$ cat src/rtl/mips_exec_pkg.sv
// Shared widths, opcode/funct codes and strobe encodings for the MIPS-subset execute stage.
package mips_exec_pkg;

  localparam int DW = 32;
  localparam int AW = 5;

  localparam logic [5:0] OP_RTYPE = 6'h00;
  localparam logic [5:0] OP_J     = 6'h02;
  localparam logic [5:0] OP_JAL   = 6'h03;
  localparam logic [5:0] OP_BEQ   = 6'h04;
  localparam logic [5:0] OP_BNE   = 6'h05;
  localparam logic [5:0] OP_ADDI  = 6'h08;
  localparam logic [5:0] OP_ANDI  = 6'h0c;
  localparam logic [5:0] OP_ORI   = 6'h0d;
  localparam logic [5:0] OP_XORI  = 6'h0e;
  localparam logic [5:0] OP_LUI   = 6'h0f;
  localparam logic [5:0] OP_IN    = 6'h20;
  localparam logic [5:0] OP_OUT   = 6'h21;
  localparam logic [5:0] OP_LW    = 6'h23;
  localparam logic [5:0] OP_SW    = 6'h2b;

  localparam logic [5:0] FN_SLL = 6'h00;
  localparam logic [5:0] FN_SRL = 6'h02;
  localparam logic [5:0] FN_SRA = 6'h03;
  localparam logic [5:0] FN_JR  = 6'h08;
  localparam logic [5:0] FN_ADD = 6'h20;
  localparam logic [5:0] FN_SUB = 6'h22;
  localparam logic [5:0] FN_AND = 6'h24;
  localparam logic [5:0] FN_OR  = 6'h25;
  localparam logic [5:0] FN_SLT = 6'h2a;

  localparam logic [1:0] STROBE_NONE = 2'b00;
  localparam logic [1:0] LW_OP       = 2'b10;
  localparam logic [1:0] SW_OP       = 2'b01;
  localparam logic [1:0] IN_OP       = 2'b10;
  localparam logic [1:0] OUT_OP      = 2'b01;

endpackage

$ cat src/rtl/mips_exec_branch.sv
// Combinational taken/target decision for beq, bne, j, jal and jr.
module mips_exec_branch
  import mips_exec_pkg::*;
#(
  parameter int DW = mips_exec_pkg::DW,
  parameter int AW = mips_exec_pkg::AW
) (
  input  logic [AW-1:0] pc,
  input  logic [DW-1:0] readRs,
  input  logic [DW-1:0] readRt,
  input  logic [AW-1:0] imm_target,
  input  logic [AW-1:0] jump_target,
  input  logic [5:0]    operand,
  input  logic [5:0]    funct,
  output logic          taken,
  output logic [AW-1:0] target
);

  logic [AW-1:0] rel_target;
  logic          equal;

  assign rel_target = pc + AW'(1) + imm_target;
  assign equal      = (readRs == readRt);

  // A not-taken branch reports target 0 so the downstream write lands on $0.
  always_comb begin
    taken  = 1'b0;
    target = '0;
    case (operand)
      OP_RTYPE: begin
        if (funct == FN_JR) begin
          taken  = 1'b1;
          target = readRs[AW-1:0];
        end
      end
      OP_BEQ: begin
        if (equal) begin
          taken  = 1'b1;
          target = rel_target;
        end
      end
      OP_BNE: begin
        if (!equal) begin
          taken  = 1'b1;
          target = rel_target;
        end
      end
      OP_J, OP_JAL: begin
        taken  = 1'b1;
        target = jump_target;
      end
      default: ;
    endcase
  end

endmodule

$ cat src/rtl/mips_exec_alu.sv
// Registered execute-stage ALU: decode, compute, and emit write-back/branch/memory/IO controls.
// Define ALU_OVF_EN to add the registered signed-overflow flag ovf that suppresses the write-back.
module mips_exec_alu
  import mips_exec_pkg::*;
#(
  parameter int DW = mips_exec_pkg::DW,
  parameter int AW = mips_exec_pkg::AW
) (
  input  logic          clk,
  input  logic          reset,
  input  logic [AW-1:0] pc,
  input  logic [DW-1:0] readRs,
  input  logic [DW-1:0] readRt,
  input  logic [DW-1:0] readRd,
  input  logic [AW-1:0] readRdAddress,
  input  logic [4:0]    shiftNumber,
  input  logic [15:0]   I_immediate,
  input  logic [AW-1:0] readRtAddress,
  input  logic [25:0]   J_immediate,
  input  logic [5:0]    operand,
  input  logic [5:0]    funct,
  output logic [AW-1:0] writeBackAddress,
  output logic [DW-1:0] result,
  output logic          isZero,
  output logic          isBranch,
  output logic          isJAL,
  output logic [1:0]    loadWrite,
  output logic [AW-1:0] loadWriteAddress,
  output logic [1:0]    inOut,
`ifdef ALU_OVF_EN
  output logic          ovf,
`endif
  output logic [AW-1:0] inOutAddress
);

  logic          br_taken;
  logic [AW-1:0] br_target;
  logic [DW-1:0] imm_sext, imm_zext, rs_imm_sum;
  logic [AW-1:0] ret_pc;

  logic          n_valid, n_branch, n_jal, n_ovf;
  logic [DW-1:0] n_result;
  logic [AW-1:0] n_wba, n_lwa, n_ioa;
  logic [1:0]    n_lw, n_io;

  mips_exec_branch #(.DW(DW), .AW(AW)) u_branch (
    .pc          (pc),
    .readRs      (readRs),
    .readRt      (readRt),
    .imm_target  (I_immediate[AW-1:0]),
    .jump_target (J_immediate[AW-1:0]),
    .operand     (operand),
    .funct       (funct),
    .taken       (br_taken),
    .target      (br_target)
  );

  assign imm_sext   = {{(DW-16){I_immediate[15]}}, I_immediate};
  assign imm_zext   = {{(DW-16){1'b0}}, I_immediate};
  assign rs_imm_sum = readRs + imm_sext;
  assign ret_pc     = pc + AW'(1);

  always_comb begin
    n_valid  = 1'b1;
    n_result = '0;
    n_wba    = '0;
    n_branch = 1'b0;
    n_jal    = 1'b0;
    n_lw     = STROBE_NONE;
    n_lwa    = '0;
    n_io     = STROBE_NONE;
    n_ioa    = '0;
    n_ovf    = 1'b0;
    case (operand)
      OP_RTYPE: begin
        n_wba = readRdAddress;
        case (funct)
          FN_ADD: begin
            n_result = readRs + readRt;
            n_ovf    = (readRs[DW-1] == readRt[DW-1]) && (n_result[DW-1] != readRs[DW-1]);
          end
          FN_SUB: begin
            n_result = readRs - readRt;
            n_ovf    = (readRs[DW-1] != readRt[DW-1]) && (n_result[DW-1] != readRs[DW-1]);
          end
          FN_AND: n_result = readRs & readRt;
          FN_OR:  n_result = readRs | readRt;
          FN_SLT: n_result = {{(DW-1){1'b0}}, ($signed(readRs) < $signed(readRt))};
          FN_SLL: n_result = readRt << shiftNumber;
          FN_SRL: n_result = readRt >> shiftNumber;
          FN_SRA: n_result = $unsigned($signed(readRt) >>> shiftNumber);
          FN_JR: begin
            n_branch = br_taken;
            n_wba    = br_target;
          end
          default: n_valid = 1'b0;
        endcase
      end
      OP_ADDI: begin
        n_wba    = readRtAddress;
        n_result = rs_imm_sum;
        n_ovf    = (readRs[DW-1] == imm_sext[DW-1]) && (rs_imm_sum[DW-1] != readRs[DW-1]);
      end
      OP_ANDI: begin n_wba = readRtAddress; n_result = readRs & imm_zext; end
      OP_ORI:  begin n_wba = readRtAddress; n_result = readRs | imm_zext; end
      OP_XORI: begin n_wba = readRtAddress; n_result = readRs ^ imm_zext; end
      OP_LUI:  begin n_wba = readRtAddress; n_result = {I_immediate, {(DW-16){1'b0}}}; end
      OP_BEQ, OP_BNE, OP_J: begin
        n_branch = br_taken;
        n_wba    = br_target;
      end
      OP_JAL: begin
        n_branch = br_taken;
        n_wba    = br_target;
        n_jal    = 1'b1;
        n_result = {{(DW-AW){1'b0}}, ret_pc};
      end
      OP_LW, OP_SW: begin
        n_lw  = (operand == OP_LW) ? LW_OP : SW_OP;
        n_wba = readRtAddress;
        n_lwa = rs_imm_sum[AW-1:0];
      end
      OP_IN, OP_OUT: begin
        n_io  = (operand == OP_IN) ? IN_OP : OUT_OP;
        n_wba = readRtAddress;
        n_ioa = I_immediate[AW-1:0];
      end
      default: n_valid = 1'b0;
    endcase
    if (!n_valid) n_wba = '0;
`ifdef ALU_OVF_EN
    if (n_ovf) n_wba = '0;
`endif
  end

  always_ff @(posedge clk or negedge reset) begin
    if (!reset) begin
      writeBackAddress <= '0;
      result           <= '0;
      isZero           <= 1'b0;
      isBranch         <= 1'b0;
      isJAL            <= 1'b0;
      loadWrite        <= STROBE_NONE;
      loadWriteAddress <= '0;
      inOut            <= STROBE_NONE;
      inOutAddress     <= '0;
    end else begin
      writeBackAddress <= n_wba;
      result           <= n_result;
      isZero           <= n_valid && (n_result == '0);
      isBranch         <= n_branch;
      isJAL            <= n_jal;
      loadWrite        <= n_lw;
      loadWriteAddress <= n_lwa;
      inOut            <= n_io;
      inOutAddress     <= n_ioa;
    end
  end

`ifdef ALU_OVF_EN
  always_ff @(posedge clk or negedge reset) begin
    if (!reset) ovf <= 1'b0;
    else        ovf <= n_ovf;
  end

  logic unused_bits;
  assign unused_bits = ^{readRd, J_immediate[25:AW]};
`else
  logic unused_bits;
  assign unused_bits = ^{readRd, J_immediate[25:AW], n_ovf};
`endif

endmodule

$ cat config.mk
export PLATFORM = sky130hd
export DESIGN_NAME = mips_exec_alu
export DESIGN_NICKNAME = d
export VERILOG_FILES = /design/src/rtl/mips_exec_pkg.sv /design/src/rtl/mips_exec_branch.sv /design/src/rtl/mips_exec_alu.sv
export SDC_FILE = /design/constraint.sdc
export NUM_CORES = 1
export LEC_CHECK = 0
export ABC_CLOCK_PERIOD_IN_PS = 800
export CORE_ASPECT_RATIO = 1.25
export CORE_UTILIZATION = 55
export CTS_CLUSTER_DIAMETER = 40
export DETAILED_ROUTE_END_ITERATION = 8
export PLACE_DENSITY = 0.8
export SKIP_LAST_GASP = 1
export SLEW_MARGIN = 10
export SYNTH_ARGS = -nofsm -noshare
export SYNTH_HDL_FRONTEND = slang
export SYNTH_SLANG_ARGS = --single-unit
export TNS_END_PERCENT = 20
$ cat constraint.sdc
create_clock -name clk -period 0.8 [get_ports clk]
set_input_delay 0.12 -clock clk [delete_from_list [all_inputs] [get_ports clk]]
set_output_delay 0.12 -clock clk [all_outputs]
set_load 0.005 [all_outputs]
==> results of run 1 <==
## cells by family after synthesis
group / share of synthesized area
AO/OA/AOI/OAI: 0.3115
AND/OR/NAND/NOR: 0.2097
buffers and inverters: 0.07721
adder cells (fa/ha/maj): 0.1321
multiplexers: 0.1486
flip-flops: 0.09123
XOR/XNOR: 0.02957
## synthesized netlist by cell type, drive strengths merged (24+ instances only)
library cell    n
nor2          186
inv           122
nand3          60
o211ai         30
xnor2          30
a21oi         131
clkbuf        112
nor3           54
mux2           33
o31ai          24
mux4           49
mux2i          71
and2           24
a22oi          29
a211oi         31
o21ai          91
nand2         156
buf            51
a31oi          31
a21o           41
ha            150
dfrtp          54
o22ai          43
## metrics by stage
stage,setup slack [ps],util
floorplan,-2314,-
global placement,-3616,0.8915
detailed placement,-3709,0.8915
==> summary by stage, run 1 <==
Synth
The async set-or-reset flop fraction in the synthesized netlist is 1.000. The library cell with the largest summed area after synthesis is sky130_fd_sc_hd__ha_1. In this run, distinct cell masters in the synthesized netlist total 87. The dominant synthesized flop cell is sky130_fd_sc_hd__dfrtp_1.

By area the synthesized netlist is led by sky130_fd_sc_hd__ha_1, sky130_fd_sc_hd__dfrtp_1, sky130_fd_sc_hd__mux4_2. The post-synthesis instance total is ~2000. Counting flops with a built-in enable in the synthesized netlist gives 0.

The combined area of all synthesized cells is 0.01481 mm². The sequential cell area fraction in the yosys report is 0.09123. The post-synthesis register bit count is 54.

When the netlist entered floorplanning its net count stood at approximately 2300. Dividing the synthesized area by the synthesized cell count gives 7.413 µm². The area share of the largest cell type after synthesis is 0.1267.

During synthesis, Yosys emitted a total of 0 warnings.

Clock network
The CTS buffer count is 5. The total number of H-tree levels is 2. The tree is rooted in a sky130_fd_sc_hd__clkbuf_16. The total setup buffers inserted after CTS is 97. Counting every sink on the clock net gives between 50 and 60. The number of hold buffers added after CTS was 1. The number of gates resized after cts is 532.

The maximum number of buffers from clock root to sink is 2.

Placed design
The HPWL after detailed placement is around 76000 µm. Input and output buffers added on the ports amount to 172. The final weighted congestion of routability-driven global placement is 1.437. Including well taps, the total number of placed cells is approximately 3200. After detailed placement, the total cell area comes to 0.02341 mm².

Floorplanning
The die boundary height is 185.5 µm. The width of the die is 148.8 µm. After floorplanning, the core was divided into 66 placement rows. The number of top-level pins is around 230. For this configuration, the core starts out at a cell density of 0.5640.

Outcome
The flow halted during 4_1_cts. The run stopped with a tool error. The tool reported: "[ERROR DPL-0033] detailed placement checks failed during check placement".
==> inputs of run 2 (changes only) <==
--- a/config.mk
+++ b/config.mk
@@ -6,11 +6,9 @@
 export NUM_CORES = 1
 export LEC_CHECK = 0
 export ABC_CLOCK_PERIOD_IN_PS = 800
-export CORE_ASPECT_RATIO = 1.25
-export CORE_UTILIZATION = 55
-export CTS_CLUSTER_DIAMETER = 40
+export CORE_UTILIZATION = 40
 export DETAILED_ROUTE_END_ITERATION = 8
-export PLACE_DENSITY = 0.8
+export PLACE_DENSITY_LB_ADDON = 0.15
 export SKIP_LAST_GASP = 1
 export SLEW_MARGIN = 10
 export SYNTH_ARGS = -nofsm -noshare
==> summary by stage, run 2 <==
Outcome
The run finished, with violations left. The checks that failed: setup timing.

Cells and area
Summing all flip-flop and latch instances after layout gives 0.001351 mm². The commonest non-fill, non-tap cell in the layout is sky130_fd_sc_hd__buf_4. The number of nets in the final layout is 3373. The synthesis-to-finish area growth is 82.21%. The repair_antennas step left the layout with diodes totalling 0.

The flip-flop count of the largest register after layout is 32. Of the cells placed in the final design, the portion with a size suffix greater than 1 is 0.5046. The filler cells instantiated in the layout total around 2800. The register with the most flip-flops is result. The top cell types in the final layout, fill and taps aside, are sky130_fd_sc_hd__buf_4, sky130_fd_sc_hd__nor2_1, sky130_fd_sc_hd__nand2_1, sky130_fd_sc_hd__a21oi_1, sky130_fd_sc_hd__ha_1. The finished layout holds 3516 standard cells, fillers aside.

In the final layout, the multi-input gates occupy roughly 0.015 mm².

Clock network
The clock slew seen by the registers of the worst setup and hold paths is 80 ps. The CTS buffer count is 5 (unchanged). The clock tree from TritonCTS is built. The root cell of the clock tree is sky130_fd_sc_hd__clkbuf_16. The number of clock sinks seen by CTS is 54 (unchanged). The maximum number of buffers from clock root to sink is 2 (unchanged).

The total number of H-tree levels is 2 (unchanged).

Synth
The most used flip-flop cell after synthesis is sky130_fd_sc_hd__dfrtp_1. The most frequent cell after synthesis is sky130_fd_sc_hd__nor2_1. The post-synthesis register bit count is 54 (unchanged). The total nets after synthesis is 2324 (unchanged). The warning count from the yosys run is 0 (unchanged). The post-synthesis instance total is 1998 (unchanged). The combined area of all synthesized cells is 0.01481 mm² (unchanged). The area share of the largest cell type after synthesis is 0.1267 (unchanged). Sorting the synthesized cells by how often they occur yields sky130_fd_sc_hd__nor2_1, sky130_fd_sc_hd__nand2_1, sky130_fd_sc_hd__ha_1. The average instance area after synthesis is 7.413 µm² (unchanged). The post-synthesis cell type count came to 87 (unchanged). The number of synthesized flops with an enable pin is 0 (unchanged). The sequential cell area fraction in the yosys report is 0.09123 (unchanged). The async set-or-reset flop fraction in the synthesized netlist is 1.000 (unchanged). The library cell with the largest summed area after synthesis is sky130_fd_sc_hd__ha_1.

In the post-synthesis netlist, the biggest area contributors are sky130_fd_sc_hd__ha_1, sky130_fd_sc_hd__dfrtp_1, sky130_fd_sc_hd__mux4_2.

Floorplanning
The initial core utilization is 0.4055 (-0.1585). The die boundary height came to 194.4 µm (+4.8%). The width of the die is 194.4 µm (+31%). The number of standard-cell rows in the floorplan is 70 (+6.1%).

The die covers 0.03780 mm². The number of top-level pins is 226 (unchanged). The core box area is 0.03652 mm².

Pwr
The fraction of power consumed by sequential logic is 0.124. The cell-internal power is ~12 mW. The share of total power in combinational logic is 0.768. Summed over all nets, the switching power comes to 10.33 mW.

The analysis attributes to cell leakage a power of 12.48 nW. The switching portion of total power is 0.4558. VDD sags by at most around 0.77 mV. The clock share of power is 0.108. Power spread over the standard cell area amounts to 840.1 mW/mm².

Timing
The hold slack is 272.1 ps. The number of hold violations in the final report is 0. The post-route clock period utilization is 4.267.

The count of pins over their slew limit was 0. Once routing completed, OpenROAD measured the worst setup slack at -2613 ps. The upper clock frequency limit is 293.0 MHz. The final count of negative-setup-slack endpoints is 108.

In this run the tightest slew margin relative to its limit is 0.5310. Setup repair after global routing could not meet its margin everywhere. At the pin with the least slew margin, the transition time is between 600 and 700 ps. The minimum period implied by the final worst setup slack is between 3000 and 4000 ps.

Global route
The via count of the first global-routing pass is ~22000. The global-route wire length before repair is 140100 µm. The number of antenna violations at the first check in global routing is 1. The total congestion overflow after global routing is 0. The total track usage is 0.4947. The pin count of the biggest net entering global routing is 55.

Setup path
The kind of end point of the critical path is a flop. The setup path with the least slack is of type in -> reg. Walking the worst path, the cells encountered are buf_2, ha_4, buf_4, a21o_1, buf_4, nand4_1, a21oi_2, o41a_1, a221o_1, a221oi_4, o221ai_2, or4b_4, nor4b_2, buf_4, nand4_1, nor2_1. STA puts the critical path data arrival time at approximately 3700 ps. The type of origin of the critical path is an input pin. The maximum fanout encountered on the critical timing path is 4. The slowest stage of the critical path is the sky130_fd_sc_hd__or4b_4 cell. For this run, the slowest stage of the critical path takes between 400 and 500 ps. The most used cell along the critical path is sky130_fd_sc_hd__buf_4. The worst path required time is between 1000 and 1500 ps.

Drt
The initial DRC count is 2766. The remaining number of nets flagged by the antenna check after routing is 0. The number of vias after detailed routing is 22608. The average wire per standard cell is around 28 µm. After detailed routing, the number of remaining DRC violations is 0. The first detailed-routing pass took 7 iterations. The number of vias per cell after detailed routing is about 6.4.

The final wirelength is 96940 µm.

Placed design
The count of input and output buffers is 172 (unchanged). The final weighted congestion of routability-driven global placement is 1.126 (-22%). The worst slack at placement is -3705 ps (+3.950 ps). The post-placement cell count is 3434 (+6.6%). The HPWL after detailed placement is 77510 µm (+2.2%).

Run
The number of maximum-capacitance violations is 0.

Hold path
The path class of the tightest hold or removal check is in -> reg.
run 2: cell families (layout without fill, tap and decap cells):
logic type                 Yosys count  in the layout  share of synthesized area
AOI/OAI and AO/OA                  660            660                     0.3115
xor gates and xnor gates            50             50                    0.02957
adders and majority gates          154            154                     0.1321
buffers and inverters              286           1336                    0.07721
DFF                                 54             54                    0.09123
muxes                              153            153                     0.1486
and+or+nand+nor                    641            641                     0.2097
run 2: power by group through the flow:
stage          Combinational (mW)  Clock (mW)  Sequential, mW
5_1_grt                      18.0        2.53            2.81
2_1_floorplan                6.69           0            2.87
4_1_cts                      16.1        2.45            2.81
3_5_place_dp                 14.6           0            2.86
6_report                     17.4        2.45            2.81
3_3_place_gp                 14.4           0            2.86
run 2: layout make-up:
type,count,area share
Timing Repair Buffer,1205,0.3611
Inverter,123,0.01933
Multi-Input combinational cell,1658,0.5421
Clock inverter,3,0.001066
Sequential cell,54,0.05007
Tap cell,468,0.02170
Clock buffer,5,0.004636
run 2: stage by stage:
stage	utilization	instance area, µm²	TNS (ps)	power [mW]
after floorplan	-	15540	-65390	9.553
after detailed placement	0.6632	24220	-128830	17.45
after global routing	0.7390	26990	-110800	23.39
after global placement	0.6632	24220	-126400	17.25
final	0.7390	26990	-106280	22.67
after CTS	0.7216	26350	-102590	21.34
run 2: critical path, delay by kind of cell:
family                     cells  cell delay, ps
AOI/OAI and AO/OA              6            1690
and+or+nand+nor                5            1100
buffers and inverters          4             600
adders and majority gates      1             160
run 2: worst paths after layout:
kind | startpoint | to | slack [ps] | cells past startpoint
min in group asynchronous | reset | isJAL | 340 | 3
max in group asynchronous | reset | result[21] | 160 | 3
setup / recovery | readRt[0] | isZero | -2610 | 16
hold / removal | I_immediate[1] | inOutAddress[1] | 270 | 3
run 2: metal layers:
layer,GRT usage,share of wire,vias to the layer above
met5,0,0.00010,-
met4,0.3272,0.079,2
met3,0.1267,0.12,421
met2,0.7552,0.43,1686
met1,0.6145,0.37,10821
li1,-,-,9678
run 2: timing repair:
item | CTS | global route
cloned | 1 | 0
hold buffers | 1 | 0
endpoints found under the setup margin | 108 | 108
buffers inserted | 58 | 23
pin swaps | 123 | 71
gates resized for setup | 601 | 128
endpoints found under the hold margin | 54 | 0
Power figures use the tool's default switching activity.
